## src/rtl/pipe_hazard_ctrl_pkg.sv

```systemverilog
// Shared definitions for the pipeline hazard/sequencing controller.
// Holds the opcode constants, the next-PC source codes and the FSM state encoding.
package pipe_hazard_ctrl_pkg;

   // Opcodes as seen in the ID and EX stages
   localparam logic [5:0] OpRtype = 6'b000000;
   localparam logic [5:0] OpBeq   = 6'b000100;
   localparam logic [5:0] OpBne   = 6'b000101;
   localparam logic [5:0] OpJ     = 6'b000010;
   localparam logic [5:0] OpLw    = 6'b100011;
   localparam logic [5:0] OpSw    = 6'b101011;

   // Next-PC source select
   typedef enum logic [1:0] {
      PcsSeq = 2'b00,
      PcsBr  = 2'b10,
      PcsJmp = 2'b11
   } pcsrc_e;

   // Controller state
   typedef enum logic [1:0] {
      StRun   = 2'b00,
      StMwait = 2'b01,
      StErr   = 2'b10
   } state_e;

endpackage

```

## src/rtl/pipe_hazard_ctrl_if.sv

```systemverilog
// Bundle of stage information in, and pipeline control out, for pipe_hazard_ctrl.
//  d_op/d_rs/d_rt  : ID-stage opcode and source registers
//  e_op/e_rt/e_z   : EX-stage opcode, rt (lw destination) and ALU zero flag
//  m_mem_acc/m_rdy : M-stage memory access in flight / data memory ready
//  pcsrc, condep   : next-PC source, ID instruction not cancelled
//  *_wr, *_flush   : per-stage write enables and bubble/flush requests
//  err, stall_cnt  : sticky timeout flag, saturating stall counter
// The master modport is the pipeline side; the slave modport is the controller.
interface pipe_hazard_ctrl_if #(
   parameter int unsigned CNT_W = 16
);
   logic [5:0]       d_op;
   logic [4:0]       d_rs;
   logic [4:0]       d_rt;
   logic [5:0]       e_op;
   logic [4:0]       e_rt;
   logic             e_z;
   logic             m_mem_acc;
   logic             m_rdy;
   logic [1:0]       pcsrc;
   logic             condep;
   logic             pc_wr;
   logic             ifid_wr;
   logic             idex_wr;
   logic             exmem_wr;
   logic             ifid_flush;
   logic             idex_flush;
   logic             err;
   logic [CNT_W-1:0] stall_cnt;

   modport master (
      output d_op, d_rs, d_rt, e_op, e_rt, e_z, m_mem_acc, m_rdy,
      input  pcsrc, condep, pc_wr, ifid_wr, idex_wr, exmem_wr, ifid_flush, idex_flush,
      input  err, stall_cnt
   );

   modport slave (
      input  d_op, d_rs, d_rt, e_op, e_rt, e_z, m_mem_acc, m_rdy,
      output pcsrc, condep, pc_wr, ifid_wr, idex_wr, exmem_wr, ifid_flush, idex_flush,
      output err, stall_cnt
   );
endinterface

```

## src/rtl/pipe_hazard_ctrl_hazard_detect.sv

```systemverilog
// Pure combinational hazard decode.
//  d_op_i/d_rs_i/d_rt_i : ID instruction
//  e_op_i/e_rt_i/e_z_i  : EX instruction and zero flag
//  br_taken_o           : EX holds a taken beq/bne
//  ldu_o                : load-use hazard between EX lw and ID consumer
module pipe_hazard_ctrl_hazard_detect
   import pipe_hazard_ctrl_pkg::*;
(
   input  logic [5:0] d_op_i,
   input  logic [4:0] d_rs_i,
   input  logic [4:0] d_rt_i,
   input  logic [5:0] e_op_i,
   input  logic [4:0] e_rt_i,
   input  logic       e_z_i,
   output logic       br_taken_o,
   output logic       ldu_o
);

   logic d_reads_rt;

   // Only these formats actually read rt as a source; lw/j/immediates do not
   assign d_reads_rt = (d_op_i == OpRtype) || (d_op_i == OpBeq) ||
                       (d_op_i == OpBne)   || (d_op_i == OpSw);

   assign br_taken_o = ((e_op_i == OpBeq) &&  e_z_i) ||
                       ((e_op_i == OpBne) && !e_z_i);

   // r0 is hard-wired, so a load to r0 never creates a dependency
   assign ldu_o = (e_op_i == OpLw) && (e_rt_i != 5'd0) &&
                  ((e_rt_i == d_rs_i) || ((e_rt_i == d_rt_i) && d_reads_rt));

endmodule

```

## src/rtl/pipe_hazard_ctrl.sv

```systemverilog
// Central hazard/sequencing controller of the 5-stage pipeline.
// Chooses the next-PC source, drives per-stage write enables and flushes, inserts
// load-use bubbles, freezes the pipeline while data memory is busy (with a timeout
// into a sticky error state) and counts stalled cycles.
//  clk : clock, rising edge
//  rst : asynchronous active-high reset
//  bus : pipe_hazard_ctrl_if slave modport (stage info in, control out)
module pipe_hazard_ctrl
   import pipe_hazard_ctrl_pkg::*;
#(
   parameter int unsigned TIMEOUT = 64,
   parameter int unsigned CNT_W   = 16
) (
   input  logic                  clk,
   input  logic                  rst,
   pipe_hazard_ctrl_if.slave     bus
);

   localparam int unsigned      WaitW    = (TIMEOUT > 2) ? $clog2(TIMEOUT) : 1;
   localparam logic [WaitW-1:0] WaitLast = WaitW'(TIMEOUT - 1);
   localparam logic [CNT_W-1:0] CntMax   = '1;

   state_e           state_q, state_d;
   logic [WaitW-1:0] wait_q, wait_d;
   logic [CNT_W-1:0] stall_q, stall_d;

   logic   freeze;
   logic   br_taken;
   logic   ldu;
   pcsrc_e pcsrc;
   logic   condep;
   logic   pc_wr, ifid_wr, idex_wr, exmem_wr;
   logic   ifid_flush, idex_flush;

   assign freeze = bus.m_mem_acc && !bus.m_rdy;

   pipe_hazard_ctrl_hazard_detect u_hazard_detect (
      .d_op_i     (bus.d_op),
      .d_rs_i     (bus.d_rs),
      .d_rt_i     (bus.d_rt),
      .e_op_i     (bus.e_op),
      .e_rt_i     (bus.e_rt),
      .e_z_i      (bus.e_z),
      .br_taken_o (br_taken),
      .ldu_o      (ldu)
   );

   // Output priority: freeze > taken branch > load-use > jump > sequential
   always_comb begin
      pcsrc      = PcsSeq;
      condep     = 1'b1;
      pc_wr      = 1'b0;
      ifid_wr    = 1'b0;
      idex_wr    = 1'b0;
      exmem_wr   = 1'b0;
      ifid_flush = 1'b0;
      idex_flush = 1'b0;
      if (rst) begin
         // Pipeline registers fill with NOPs while reset is held
         ifid_flush = 1'b1;
         idex_flush = 1'b1;
      end else if (state_q != StErr) begin
         if (freeze) begin
            // Everything holds; branch/ldu in EX are re-evaluated after release
         end else if (br_taken) begin
            pcsrc      = PcsBr;
            condep     = 1'b0;
            ifid_flush = 1'b1;
            idex_flush = 1'b1;
            {pc_wr, ifid_wr, idex_wr, exmem_wr} = 4'b1111;
         end else if (ldu) begin
            idex_flush = 1'b1;
            idex_wr    = 1'b1;
            exmem_wr   = 1'b1;
         end else if (bus.d_op == OpJ) begin
            pcsrc      = PcsJmp;
            ifid_flush = 1'b1;
            {pc_wr, ifid_wr, idex_wr, exmem_wr} = 4'b1111;
         end else begin
            {pc_wr, ifid_wr, idex_wr, exmem_wr} = 4'b1111;
         end
      end
   end

   // Next-state for the memory-wait FSM
   always_comb begin
      state_d = state_q;
      wait_d  = wait_q;
      case (state_q)
         StRun: begin
            if (freeze) begin
               state_d = StMwait;
               wait_d  = WaitW'(1);
            end
         end
         StMwait: begin
            if (!freeze) begin
               state_d = StRun;
               wait_d  = '0;
            end else if (wait_q == WaitLast) begin
               state_d = StErr;
            end else begin
               wait_d = wait_q + WaitW'(1);
            end
         end
         default: begin
            state_d = StErr;
         end
      endcase
   end

   // Stalled cycles before the error state count; the error state itself does not
   always_comb begin
      stall_d = stall_q;
      if (!pc_wr && (state_q != StErr) && (stall_q != CntMax)) begin
         stall_d = stall_q + CNT_W'(1);
      end
   end

   always_ff @(posedge clk or posedge rst) begin
      if (rst) begin
         state_q <= StRun;
         wait_q  <= '0;
         stall_q <= '0;
      end else begin
         state_q <= state_d;
         wait_q  <= wait_d;
         stall_q <= stall_d;
      end
   end

   assign bus.pcsrc      = pcsrc;
   assign bus.condep     = condep;
   assign bus.pc_wr      = pc_wr;
   assign bus.ifid_wr    = ifid_wr;
   assign bus.idex_wr    = idex_wr;
   assign bus.exmem_wr   = exmem_wr;
   assign bus.ifid_flush = ifid_flush;
   assign bus.idex_flush = idex_flush;
   assign bus.err        = (state_q == StErr);
   assign bus.stall_cnt  = stall_q;

endmodule

```

## src/flat_wrapper.sv

```systemverilog
// flat-port wrapper written by rule: the top's interface ports become plain ports
module pipe_hazard_ctrl_flat import pipe_hazard_ctrl_pkg::*;
#(
   parameter int unsigned TIMEOUT = 64,
   parameter int unsigned CNT_W   = 16
)
  (clk, rst, bus_d_op, bus_d_rs, bus_d_rt, bus_e_op, bus_e_rt, bus_e_z, bus_m_mem_acc, bus_m_rdy, bus_pcsrc, bus_condep, bus_pc_wr, bus_ifid_wr, bus_idex_wr, bus_exmem_wr, bus_ifid_flush, bus_idex_flush, bus_err, bus_stall_cnt);
  pipe_hazard_ctrl_if #(.CNT_W(CNT_W)) bus_i ();
  input  logic clk;
  input  logic rst;
  input wire logic [$bits(bus_i.d_op)-1:0] bus_d_op;
  input wire logic [$bits(bus_i.d_rs)-1:0] bus_d_rs;
  input wire logic [$bits(bus_i.d_rt)-1:0] bus_d_rt;
  input wire logic [$bits(bus_i.e_op)-1:0] bus_e_op;
  input wire logic [$bits(bus_i.e_rt)-1:0] bus_e_rt;
  input wire logic [$bits(bus_i.e_z)-1:0] bus_e_z;
  input wire logic [$bits(bus_i.m_mem_acc)-1:0] bus_m_mem_acc;
  input wire logic [$bits(bus_i.m_rdy)-1:0] bus_m_rdy;
  output wire logic [$bits(bus_i.pcsrc)-1:0] bus_pcsrc;
  output wire logic [$bits(bus_i.condep)-1:0] bus_condep;
  output wire logic [$bits(bus_i.pc_wr)-1:0] bus_pc_wr;
  output wire logic [$bits(bus_i.ifid_wr)-1:0] bus_ifid_wr;
  output wire logic [$bits(bus_i.idex_wr)-1:0] bus_idex_wr;
  output wire logic [$bits(bus_i.exmem_wr)-1:0] bus_exmem_wr;
  output wire logic [$bits(bus_i.ifid_flush)-1:0] bus_ifid_flush;
  output wire logic [$bits(bus_i.idex_flush)-1:0] bus_idex_flush;
  output wire logic [$bits(bus_i.err)-1:0] bus_err;
  output wire logic [$bits(bus_i.stall_cnt)-1:0] bus_stall_cnt;
  assign bus_i.d_op = bus_d_op;
  assign bus_i.d_rs = bus_d_rs;
  assign bus_i.d_rt = bus_d_rt;
  assign bus_i.e_op = bus_e_op;
  assign bus_i.e_rt = bus_e_rt;
  assign bus_i.e_z = bus_e_z;
  assign bus_i.m_mem_acc = bus_m_mem_acc;
  assign bus_i.m_rdy = bus_m_rdy;
  assign bus_pcsrc = bus_i.pcsrc;
  assign bus_condep = bus_i.condep;
  assign bus_pc_wr = bus_i.pc_wr;
  assign bus_ifid_wr = bus_i.ifid_wr;
  assign bus_idex_wr = bus_i.idex_wr;
  assign bus_exmem_wr = bus_i.exmem_wr;
  assign bus_ifid_flush = bus_i.ifid_flush;
  assign bus_idex_flush = bus_i.idex_flush;
  assign bus_err = bus_i.err;
  assign bus_stall_cnt = bus_i.stall_cnt;
  pipe_hazard_ctrl #(.TIMEOUT(TIMEOUT), .CNT_W(CNT_W)) u_core (.clk(clk), .rst(rst), .bus(bus_i));
endmodule
```

## config.mk

```make
export PLATFORM = sky130hd
export DESIGN_NAME = pipe_hazard_ctrl_flat
export DESIGN_NICKNAME = d
export VERILOG_FILES = /design/src/rtl/pipe_hazard_ctrl_pkg.sv /design/src/rtl/pipe_hazard_ctrl_if.sv /design/src/rtl/pipe_hazard_ctrl_hazard_detect.sv /design/src/rtl/pipe_hazard_ctrl.sv /design/src/flat_wrapper.sv
export SDC_FILE = /design/constraint.sdc
export NUM_CORES = 1
export LEC_CHECK = 0
export BUFFER_PORTS_ARGS = -buffer_cell sky130_fd_sc_hd__buf_4
export CAP_MARGIN = 10
export CORE_ASPECT_RATIO = 1.75
export CORE_MARGIN = 2
export CORE_UTILIZATION = 44
export CTS_CLUSTER_DIAMETER = 120
export DETAILED_ROUTE_END_ITERATION = 7
export MAX_ROUTING_LAYER = met4
export PLACE_DENSITY = 0.76
export SYNTH_ARGS = -nofsm -noshare
export SYNTH_HDL_FRONTEND = slang
export SYNTH_SLANG_ARGS = --single-unit
```

## constraint.sdc

```tcl
create_clock -name clk -period 1.86 [get_ports clk]
set_input_delay 0 -clock clk [delete_from_list [all_inputs] [get_ports clk]]
set_output_delay 0 -clock clk [all_outputs]
set_load 0.02 [all_outputs]
```

==> impl_metrics.csv, run 1 <==
group,metric,value,unit
critical_path,start_kind,"register",
floorplanning,start_util,0.458,
timing,setup_tns,0,ns
routing,viasPerCell,5.22,
power_and_ir_drop,leakage,1.16,nW
logic_synthesis,synth_ff_type,"dfrtp_1",
power_and_ir_drop,pwr-share-clk,0.168,
worst_hold_path,hold_depth,3,
power_and_ir_drop,p_per_area,767,mW/mm2
logic_synthesis,synth-edff-count,0,
clocking,cts_tree,"done",
critical_path,rr_startpoint,"u_core.bus.stall_cnt[1]",
timing,hold_violations,0,
global_routing,grt_max_degree,27,
layout,stdcell_count,307,
routing,routed_wl,4080,um
timing,worst_pin_slew,0.401,ns
timing,setup-violations-final,0,
clocking,cts_sinks,24,
timing,rsz0062_at_grt,"yes",
global_routing,grt_pass1_vias,1639,
clocking,clock_latency,0.26,ns
power_and_ir_drop,seqPwrFrac,0.380,
floorplanning,die_h,82.3,um
timing,layout_setup_ws,0.0232,ns
power_and_ir_drop,power_switching,660,uW
clocking,htreeDepth,1,
timing,relSlewSlack,0.726,
layout,syn2layout_area_growth,56.6,%
layout,num_antenna_cells,0,
logic_synthesis,synth_top_area_cell,"dfrtp_1",
timing,max_freq,544,MHz
timing,fin_crit,1.84,ns
placement,dp_hpwl,3380,um
layout,final_nets,297,
layout,final_layout_size_suffix_gt1_frac,0.481,
power_and_ir_drop,p_int,1.19,mW
critical_path,crit_start,"u_core.bus.stall_cnt[1]",
power_and_ir_drop,ir_drop,0.453,mV
logic_synthesis,ys.warnings.count,0,
logic_synthesis,synth.avg_cell_area,9.12,um2
placement,place_ws,-0.0544,ns
critical_path,worst_setup_path_end_kind,"register",
clocking,path_clk_slew,0.08,ns
flow_run,cap_viol_max_count,0,
placement,placed_cells,299,
power_and_ir_drop,power,1.85,mW
critical_path,r2r_cells,8,
floorplanning,die_w,48.7,um
clocking,clock_path_buffers,2,
floorplanning,core_area,0.00336,mm2
logic_synthesis,synthTopCellsByArea,"dfrtp_1 (39%), xor2_1 (9.7%), nor2_1 (4.4%)",
layout,fillCellCount,292,
logic_synthesis,ys_types,38,
timing,maxSlewViolCount,0,
power_and_ir_drop,swShare,0.356,
logic_synthesis,syn_nets,203,
worst_hold_path,holdCritPathClass,"in -> reg",
timing,min_period_over_period,0.988,
timing,fin_skew,0.00415,ns
critical_path,crit_fanout,8,
floorplanning,ios,58,
logic_synthesis,synth_top_area_frac,0.390,
critical_path,arrival,1.99,ns
logic_synthesis,syn_inst,169,
logic_synthesis,yosysSeqAreaShare,0.390,
power_and_ir_drop,p_comb_frac,0.452,
global_routing,grt-ovfl-total,0,
clocking,cts_buffers,3,
routing,wl_per_cell,13.3,um
floorplanning,dieArea,0.00401,mm2
routing,drtIter0Drc,35,
routing,vias,1603,
placement,io_buffers,57,
logic_synthesis,ys_ff_latch,24,
outcome,status,"complete, no violations",
clocking,clock-root-buffer,"clkbuf_8",
global_routing,grt_usage,0.230,
floorplanning,rows,28,
critical_path,required,2.01,ns
routing,drc,0,
critical_path,path_class,"reg -> reg",
routing,first_pass_iters,4,
logic_synthesis,synth_async_sr_flop_share,1.00,
logic_synthesis,synth_area,0.00154,mm2
worst_hold_path,hp-start,"bus_m_mem_acc",
global_routing,grt_pass1_wl,7070,um
global_routing,antenna_found_initial,0,
routing,ant_nets,0,
placement,place.gp.congestion,0.783,
layout make-up:
cell class / count / area, um2 / area share
sequential: 24 / 604 / 0.250
clock buffer: 4 / 45.0 / 0.0187
tap: 45 / 56.3 / 0.0233
inverter: 8 / 30.0 / 0.0124
multi-input combinational: 133 / 977 / 0.405
timing repair buffer: 93 / 701 / 0.290
cells in the final DEF (no fill, tap or decap), types with 4 or more instances in the layout:
cell type  netlist  final
buf_4            2     92
dfrtp_1         24     21
inv_1            8      7
nand2_1         10     10
nand2b_1         6      6
nand3_1         13     13
nor2_1          18     17
nor3_1           9      7
o21ai_0         11     11
o31ai_2          3      6
xnor2_1          4      4
xor2_1          17     17
cell families after synthesis:
| kind of cell | Yosys count | share of synthesized area |
|---|---|---|
| flops | 24 | 0.390 |
| compound gates | 31 | 0.154 |
| fa+ha+maj | 2 | 0.0162 |
| mux | 1 | 0.00730 |
| buf+inv | 12 | 0.0438 |
| xor+xnor | 21 | 0.119 |
| simple gates | 78 | 0.269 |
power by group through the flow:
stage / clock, mW / combinational, mW / sequential [mW]
after floorplan: 0 / 0.265 / 0.852
after global placement: 0 / 0.808 / 0.706
after detailed placement: 0 / 0.823 / 0.712
after CTS: 0.323 / 0.835 / 0.704
after global routing: 0.337 / 0.919 / 0.716
final: 0.311 / 0.837 / 0.704
layer usage:
layer / track usage / up-vias / part of all wire
li1: - / 787 / -
met1: 0.215 / 747 / 0.34
met2: 0.481 / 61 / 0.60
met3: 0.0126 / 8 / 0.041
met5: - / - / 0
met4: 0.0914 / 0 / 0.017
worst paths after layout:
| check | end | slack, ns |
|---|---|---|
| hold / removal | u_core.state_q[0] | 0.09 |
| setup reg to reg | u_core.bus.stall_cnt[12] | 0.02 |
| setup / recovery | u_core.bus.stall_cnt[12] | 0.02 |
| max in group asynchronous | u_core.bus.stall_cnt[6] | 1.24 |
| min in group asynchronous | u_core.wait_q[5] | 0.36 |
| hold reg to reg | u_core.wait_q[1] | 0.50 |
synth_stat cells, drive strengths merged, types with 4 or more instances:
master   n
and3     5
buf      4
nand3   13
o21ai   12
nor2    18
o31ai   10
nor3    10
xor2    17
nand2b   6
xnor2    4
or2      4
inv      8
nand2   10
dfrtp   24
critical path, cell delays in order, from the launching register on:
cell     delay, ns
dfrtp_2       0.43
ha_4          0.16
and3_4        0.17
and3_4        0.17
a41oi_2       0.16
o31ai_4       0.15
buf_4         0.19
o31ai_2       0.19
o31ai_2       0.09
repair_timing:
action / 4_1_cts / 5_1_grt
endpoints found under the setup margin: 5 / 7
cloned: 0 / 0
hold endpoints to repair: 24 / 0
buffers inserted: 2 / 1
pin swaps: 1 / 0
hold buffers: 1 / 0
gates resized for setup: 1 / 7
sequential cells by signal, summed over array words and instances, names as in the netlist:
signal / count
u_core.bus.stall_cnt: 16
u_core.state_q: 2
u_core.wait_q: 6
through the flow:
step	hold WS, ns	util	instance area [um2]
final	0.0879	0.718	2410
after global routing	0.113	0.718	2410
after CTS	0.0902	0.704	2370
after detailed placement	0.0998	0.683	2300
after global placement	0.0979	0.683	2300
after floorplan	0.0263	-	1610
(Power assumes the default switching activity.)
==> run 2, diff against run 1 <==
- ABC_AREA: unset -> 1
- CORE_UTILIZATION: 44 -> 46
- REMOVE_ABC_BUFFERS: unset -> 1
==> run 2 against run 1 <==
  * Sequential power shrank 25%
  * Synthesized cell count grew 59%
  * Cell area increased by 0.21%
  * Worst hold slack got worse by 0.025 ns
  * Largest power group is now registers
==> impl_metrics.csv, run 2 <==
group,metric,value,unit
logic_synthesis,synth_xor_area_frac,0.0896,
timing,worst_pin_slew,0.499,ns
floorplanning,die_h,88.0,um
logic_synthesis,synthTopCellsByCount,"nand2_1 (78), inv_1 (37), nand3_1 (35)",
logic_synthesis,synth_ff_type,"dfrtp_1",
logic_synthesis,synth.avg_cell_area,6.93,um2
critical_path,cp_slowest_cell,"dfrtp_1",
layout,syn2layout_area_growth,30.3,%
routing,routed_wl,4730,um
critical_path,start_kind,"register",
logic_synthesis,synth_top_area_cell,"dfrtp_1",
timing,fin_crit,1.76,ns
timing,max_freq,568,MHz
layout,final_layout_size_suffix_gt1_frac,0.248,
global_routing,grt_pass1_wl,7580,um
power_and_ir_drop,p_per_area,425,mW/mm2
clocking,clock-root-buffer,"clkbuf_8",
logic_synthesis,ys.warnings.count,0,
logic_synthesis,synthMuxAreaShare,0,
layout,mostFrequentLayoutCells,"nand2_1 (78), buf_4 (61), inv_1 (37)",
power_and_ir_drop,swShare,0.237,
floorplanning,core_area,0.00387,mm2
timing,setup-violations-final,0,
placement,place_area,0.00232,mm2
timing,hold_slack,0.0630,ns
critical_path,worst_setup_path_end_kind,"register",
routing,first_pass_iters,4,
worst_hold_path,holdCritPathClass,"in -> reg",
logic_synthesis,synth_compound_area_frac,0.0633,
clocking,clock_path_buffers,2,
routing,drtIter0Drc,63,
power_and_ir_drop,seqPwrFrac,0.517,
logic_synthesis,synth_top_family_by_area,"simple AND/OR/NAND/NOR gates",
routing,viasPerCell,5.00,
global_routing,antenna_found_initial,0,
logic_synthesis,synth_top_area_frac,0.323,
power_and_ir_drop,power,1.03,mW
placement,io_buffers,57,
layout,final_core_util,0.626,
power_and_ir_drop,p_comb_frac,0.132,
critical_path,path_common_cell,"nand2_1",
logic_synthesis,synthTopCellsByArea,"dfrtp_1 (32%), nand2_1 (16%), nand3_1 (9.4%)",
logic_synthesis,syn_inst,268,
clocking,clock_latency,0.27,ns
timing,fin_skew,0.00484,ns
layout,final_common_cell,"nand2_1",
clocking,cts_sinks,24,
logic_synthesis,ys_ff_latch,24,
clocking,cts_tree,"done",
global_routing,grt_pass1_vias,1834,
placement,dp_hpwl,3630,um
clocking,htreeDepth,1,
floorplanning,dieArea,0.00458,mm2
layout,register_area,601,um2
power_and_ir_drop,ir_drop,0.500,mV
routing,drc,0,
timing,maxSlewViolCount,0,
floorplanning,ios,58,
floorplanning,start_util,0.480,
routing,ant_nets,0,
timing,hold_violations,0,
logic_synthesis,ys_types,35,
logic_synthesis,synth_area,0.00186,mm2
layout,num_antenna_cells,0,
critical_path,crit_chain,"ha_1 -> inv_1 -> nor3_4 -> nand2_2 -> nor2_4 -> a21oi_4 -> buf_12 -> nand2_8 -> nand2_1 -> nand2_1",
placement,place.gp.congestion,0.856,
layout,final_nets,365,
power_and_ir_drop,power_switching,244,uW
outcome,status,"complete, no violations",
logic_synthesis,yosysSeqAreaShare,0.323,
logic_synthesis,synth.most_common_cell,"nand2_1",
critical_path,required,2.08,ns
floorplanning,rows,30,
layout,fin_area,0.00242,mm2
power_and_ir_drop,pwr-share-clk,0.351,
clocking,path_clk_slew,0.09,ns
layout,fillCellCount,353,
layout,largest_reg_flops,16,
logic_synthesis,synth-edff-count,0,
logic_synthesis,synth_async_sr_flop_share,1.00,
flow_run,cap_viol_max_count,0,
critical_path,worst_path_largest_cell_delay,0.43,ns
layout,multi_input_area,0.00106,mm2
logic_synthesis,synth-simple-area-share,0.402,
power_and_ir_drop,leakage,1.30,nW
timing,relSlewSlack,0.667,
logic_synthesis,synthAdderAreaFrac,0.0135,
global_routing,grt-ovfl-total,0,
timing,min_period_over_period,0.946,
routing,vias,1889,
critical_path,arrival,1.97,ns
power_and_ir_drop,p_int,785,uW
critical_path,path_class,"reg -> reg",
routing,wl_per_cell,12.5,um
critical_path,crit_fanout,16,
floorplanning,die_w,52.0,um
global_routing,grt_usage,0.224,
clocking,cts_buffers,3,
timing,setup_tns,0,ns
global_routing,grt_max_degree,20,
-- run 2: layer usage --
| metal | GRT usage | part of all wire | wire length (um) | up-vias |
|---|---|---|---|---|
| met5 | - | 0 | 0 | - |
| met4 | 0.0789 | 0.015 | 71 | 0 |
| met3 | 0.0324 | 0.063 | 297 | 6 |
| met2 | 0.419 | 0.54 | 2540 | 61 |
| met1 | 0.229 | 0.38 | 1820 | 853 |
| li1 | - | - | - | 969 |
-- run 2: kinds of logic after synthesis --
family / count (synthesis)
AO/OA/AOI/OAI: 19
XOR/XNOR: 19
adder cells (fa/ha/maj): 2
buffers and inverters: 46
flip-flops: 24
AND/OR/NAND/NOR: 158
-- run 2: stage by stage --
| step | instances | setup slack, ns |
|---|---|---|
| after global routing | 378 | -0.0330 |
| after global placement | 371 | 0.135 |
| after CTS | 376 | 0.0383 |
| after floorplan | 263 | 0.0827 |
| after detailed placement | 371 | 0.0977 |
| final | 378 | 0.100 |
-- run 2: cell type report --
class / instances / share of cell area
clock buffers: 4 / 0.0228
inverters: 41 / 0.0636
multi-input cells: 198 / 0.439
flip-flops and latches: 24 / 0.248
well taps: 48 / 0.0248
repair buffers: 63 / 0.202
-- run 2: timing repair --
action | 4_1_cts | 5_1_grt
gates resized for setup | 0 | 1
setup buffers | 0 | 2
endpoints found under the hold margin | 11 | 0
setup endpoints to repair | 0 | 13
hold buffers | 1 | 0
-- run 2: power by group through the flow --
| stage | Clock, mW | Combinational (mW) | Sequential (mW) |
|---|---|---|---|
| 6_report | 0.361 | 0.136 | 0.531 |
| 5_1_grt | 0.385 | 0.151 | 0.532 |
| 4_1_cts | 0.368 | 0.137 | 0.531 |
| 3_5_place_dp | 0 | 0.135 | 0.542 |
| 3_3_place_gp | 0 | 0.132 | 0.541 |
| 2_1_floorplan | 0 | 0.0543 | 0.542 |
-- run 2: final timing paths --
check,from,to,slack (ns),cells after the start
setup / recovery,u_core.bus.stall_cnt[0],u_core.bus.stall_cnt[6],0.10,10
hold / removal,bus_m_rdy,u_core.state_q[0],0.06,4
setup reg to reg,u_core.bus.stall_cnt[0],u_core.bus.stall_cnt[6],0.10,10
hold reg to reg,u_core.bus.stall_cnt[12],u_core.bus.stall_cnt[12],0.53,2
max in group asynchronous,rst,u_core.bus.stall_cnt[14],0.96,4
min in group asynchronous,rst,u_core.bus.stall_cnt[9],0.34,3
-- run 2: worst max-delay path, delay by kind of cell (launching register included) --
kind / cells / cell delay [ns]
DFF: 1 / 0.43
AOI/OAI and AO/OA: 1 / 0.09
adders and majority gates: 1 / 0.27
buffers and inverters: 2 / 0.26
and+or+nand+nor: 6 / 0.65
==> run 3, diff against run 2 <==
- SYNTH_HIERARCHICAL: unset -> 1
==> run 3 against run 2 <==
  * Sequential share of layout area rose by 0.48 points
  * Synthesized cell count up 7.8%
  * Worst hold slack better by 0.19 ns
  * Worst setup slack improved by 0.16 ns
  * Via count rose by 4.0%
  * Power fell by 0.75%
  * Area after synthesis fell by 1.3%
  * Critical path type unchanged
  * Highest routed layer unchanged
==> impl_metrics.csv, run 3 <==
group,metric,value,unit
floorplanning,rows,30,
flow_run,cap_viol_max_count,0,
global_routing,antenna_found_initial,0,
power_and_ir_drop,seqPwrFrac,0.517,
layout,final_common_cell,"nand2_1",
global_routing,grt-ovfl-total,0,
critical_path,arrival,1.80,ns
global_routing,grt_max_degree,17,
timing,maxSlewViolCount,0,
logic_synthesis,synthTopCellsByCount,"nand2_1 (119), nor2_1 (34), inv_1 (32)",
layout,final_nets,384,
logic_synthesis,synth_top_area_cell,"dfrtp_1",
placement,placed_cells,392,
clocking,path_clk_slew,0.09,ns
timing,setup-violations-final,0,
floorplanning,ios,58,
placement,dp_hpwl,3640,um
critical_path,path_class,"reg -> reg",
placement,io_buffers,57,
critical_path,required,2.06,ns
power_and_ir_drop,power_switching,234,uW
timing,setup_tns,0,ns
logic_synthesis,synth_ff_type,"dfrtp_1",
critical_path,crit_fanout,16,
global_routing,busiest_layer,"met2",
layout,fin_area,0.00237,mm2
logic_synthesis,yosysSeqAreaShare,0.328,
power_and_ir_drop,ir_drop,0.374,mV
clocking,clock_latency,0.26,ns
routing,viasPerCell,4.95,
timing,fin_crit,1.60,ns
placement,place_area,0.00230,mm2
logic_synthesis,syn_inst,289,
logic_synthesis,synth_async_sr_flop_share,1.00,
floorplanning,dieArea,0.00453,mm2
routing,ant_nets,0,
timing,rsz0062_at_grt,"no",
layout,syn2layout_area_growth,29.4,%
layout,stdcell_count,397,
clocking,clock-root-buffer,"clkbuf_8",
routing,routed_wl,4450,um
worst_hold_path,holdCritPathClass,"in -> reg",
power_and_ir_drop,pwr-share-clk,0.345,
logic_synthesis,synth_top_area_frac,0.328,
timing,relSlewSlack,0.660,
layout,final_core_util,0.614,
logic_synthesis,synth_area,0.00183,mm2
outcome,status,"complete, no violations",
clocking,cts_tree,"done",
timing,fin_skew,0.00172,ns
layout,fillCellCount,383,
layout,final_layout_size_suffix_gt1_frac,0.226,
logic_synthesis,ys.warnings.count,6,
routing,drtIter0Drc,31,
layout,mostFrequentLayoutCells,"nand2_1 (119), buf_4 (59), nor2_1 (34)",
global_routing,grt_pass1_vias,1891,
clocking,cts_buffers,3,
clocking,cts_sinks,24,
global_routing,use_met2,0.449,
clocking,clock_path_buffers,2,
logic_synthesis,synth.avg_cell_area,6.34,um2
routing,vias,1965,
power_and_ir_drop,power,1.02,mW
floorplanning,die_w,51.7,um
critical_path,start_kind,"register",
power_and_ir_drop,p_comb_frac,0.138,
global_routing,grt_usage,0.218,
global_routing,grt_pass1_wl,7500,um
layout,num_antenna_cells,0,
logic_synthesis,synth.most_common_cell,"nand2_1",
routing,first_pass_iters,4,
logic_synthesis,ys_ff_latch,24,
routing,wl_per_cell,11.2,um
logic_synthesis,ys_types,26,
layout,largest_reg_flops,16,
logic_synthesis,synthTopCellsByArea,"dfrtp_1 (33%), nand2_1 (24%), nor2_1 (7.0%)",
floorplanning,core_area,0.00387,mm2
routing,drc,0,
timing,worst_pin_slew,0.510,ns
timing,max_freq,626,MHz
floorplanning,die_h,87.5,um
power_and_ir_drop,p_per_area,430,mW/mm2
power_and_ir_drop,leakage,1.27,nW
clocking,htreeDepth,1,
power_and_ir_drop,p_int,787,uW
timing,hold_violations,0,
global_routing,use_met3,0.0155,
power_and_ir_drop,swShare,0.229,
floorplanning,start_util,0.474,
global_routing,met1_usage,0.212,
logic_synthesis,synth-edff-count,0,
timing,min_period_over_period,0.859,
critical_path,worst_setup_path_end_kind,"register",
placement,place.gp.congestion,0.809,
## run 3: worst paths after layout
kind | from | to | slack [ns] | cells past startpoint
max | u_core/bus.stall_cnt[0] | u_core/bus.stall_cnt[12] | 0.26 | 8
min | bus_m_rdy | u_core/wait_q[0] | 0.25 | 6
max reg2reg | u_core/bus.stall_cnt[0] | u_core/bus.stall_cnt[12] | 0.26 | 8
min reg2reg | u_core/wait_q[3] | u_core/wait_q[3] | 0.51 | 2
max in group asynchronous | rst | u_core/bus.stall_cnt[15] | 0.94 | 4
min in group asynchronous | rst | u_core/bus.stall_cnt[2] | 0.35 | 3
## run 3: timing repair
action | in CTS | in global routing
hold buffers | 1 | 0
setup endpoints to repair | 0 | 16
hold endpoints to repair | 10 | 0
buffers inserted | 0 | 0
resized for setup | 0 | 1
## run 3: cells by family after synthesis
group,share of synthesized area
compound gates,0.0314
fa+ha+maj,0.0136
xor+xnor,0.0717
simple gates,0.463
flops,0.328
buf+inv,0.0921
## run 3: metal layers
metal | wire length, um | vias up
met5 | 0 | -
met4 | 31 | 0
met3 | 178 | 2
met2 | 2540 | 57
met1 | 1700 | 896
li1 | - | 1010
## run 3: stage by stage
step | setup WS (ns) | hold WS [ns]
floorplan | 0.231 | 0.0375
global placement | 0.0280 | 0.0764
detailed placement | -0.0354 | 0.0832
CTS | 0.0272 | 0.250
global route | 0.107 | 0.315
finish | 0.263 | 0.249
## run 3: layout make-up
class,count,area [um2],area share
Multi-Input combinational cell,225,1070,0.450
Sequential cell,24,601,0.253
Timing Repair Buffer,60,453,0.191
Inverter,36,135,0.0570
Tap cell,48,60.1,0.0253
Clock buffer,4,55.1,0.0232
## run 3: power groups by stage
stage	registers (mW)	logic (mW)	clock network, mW
after floorplan	0.539	0.0599	0
after global placement	0.538	0.140	0
after detailed placement	0.538	0.142	0
after CTS	0.528	0.144	0.363
after global routing	0.529	0.159	0.390
final	0.528	0.141	0.352
## run 3: worst max-delay path, stage by stage, from the launching register on
cell	delay (ns)
dfrtp_1	0.43
ha_1	0.28
nand3_2	0.13
inv_2	0.06
nand2_2	0.09
nor2_4	0.06
nor2_4	0.31
nand2_1	0.11
nand2_1	0.08
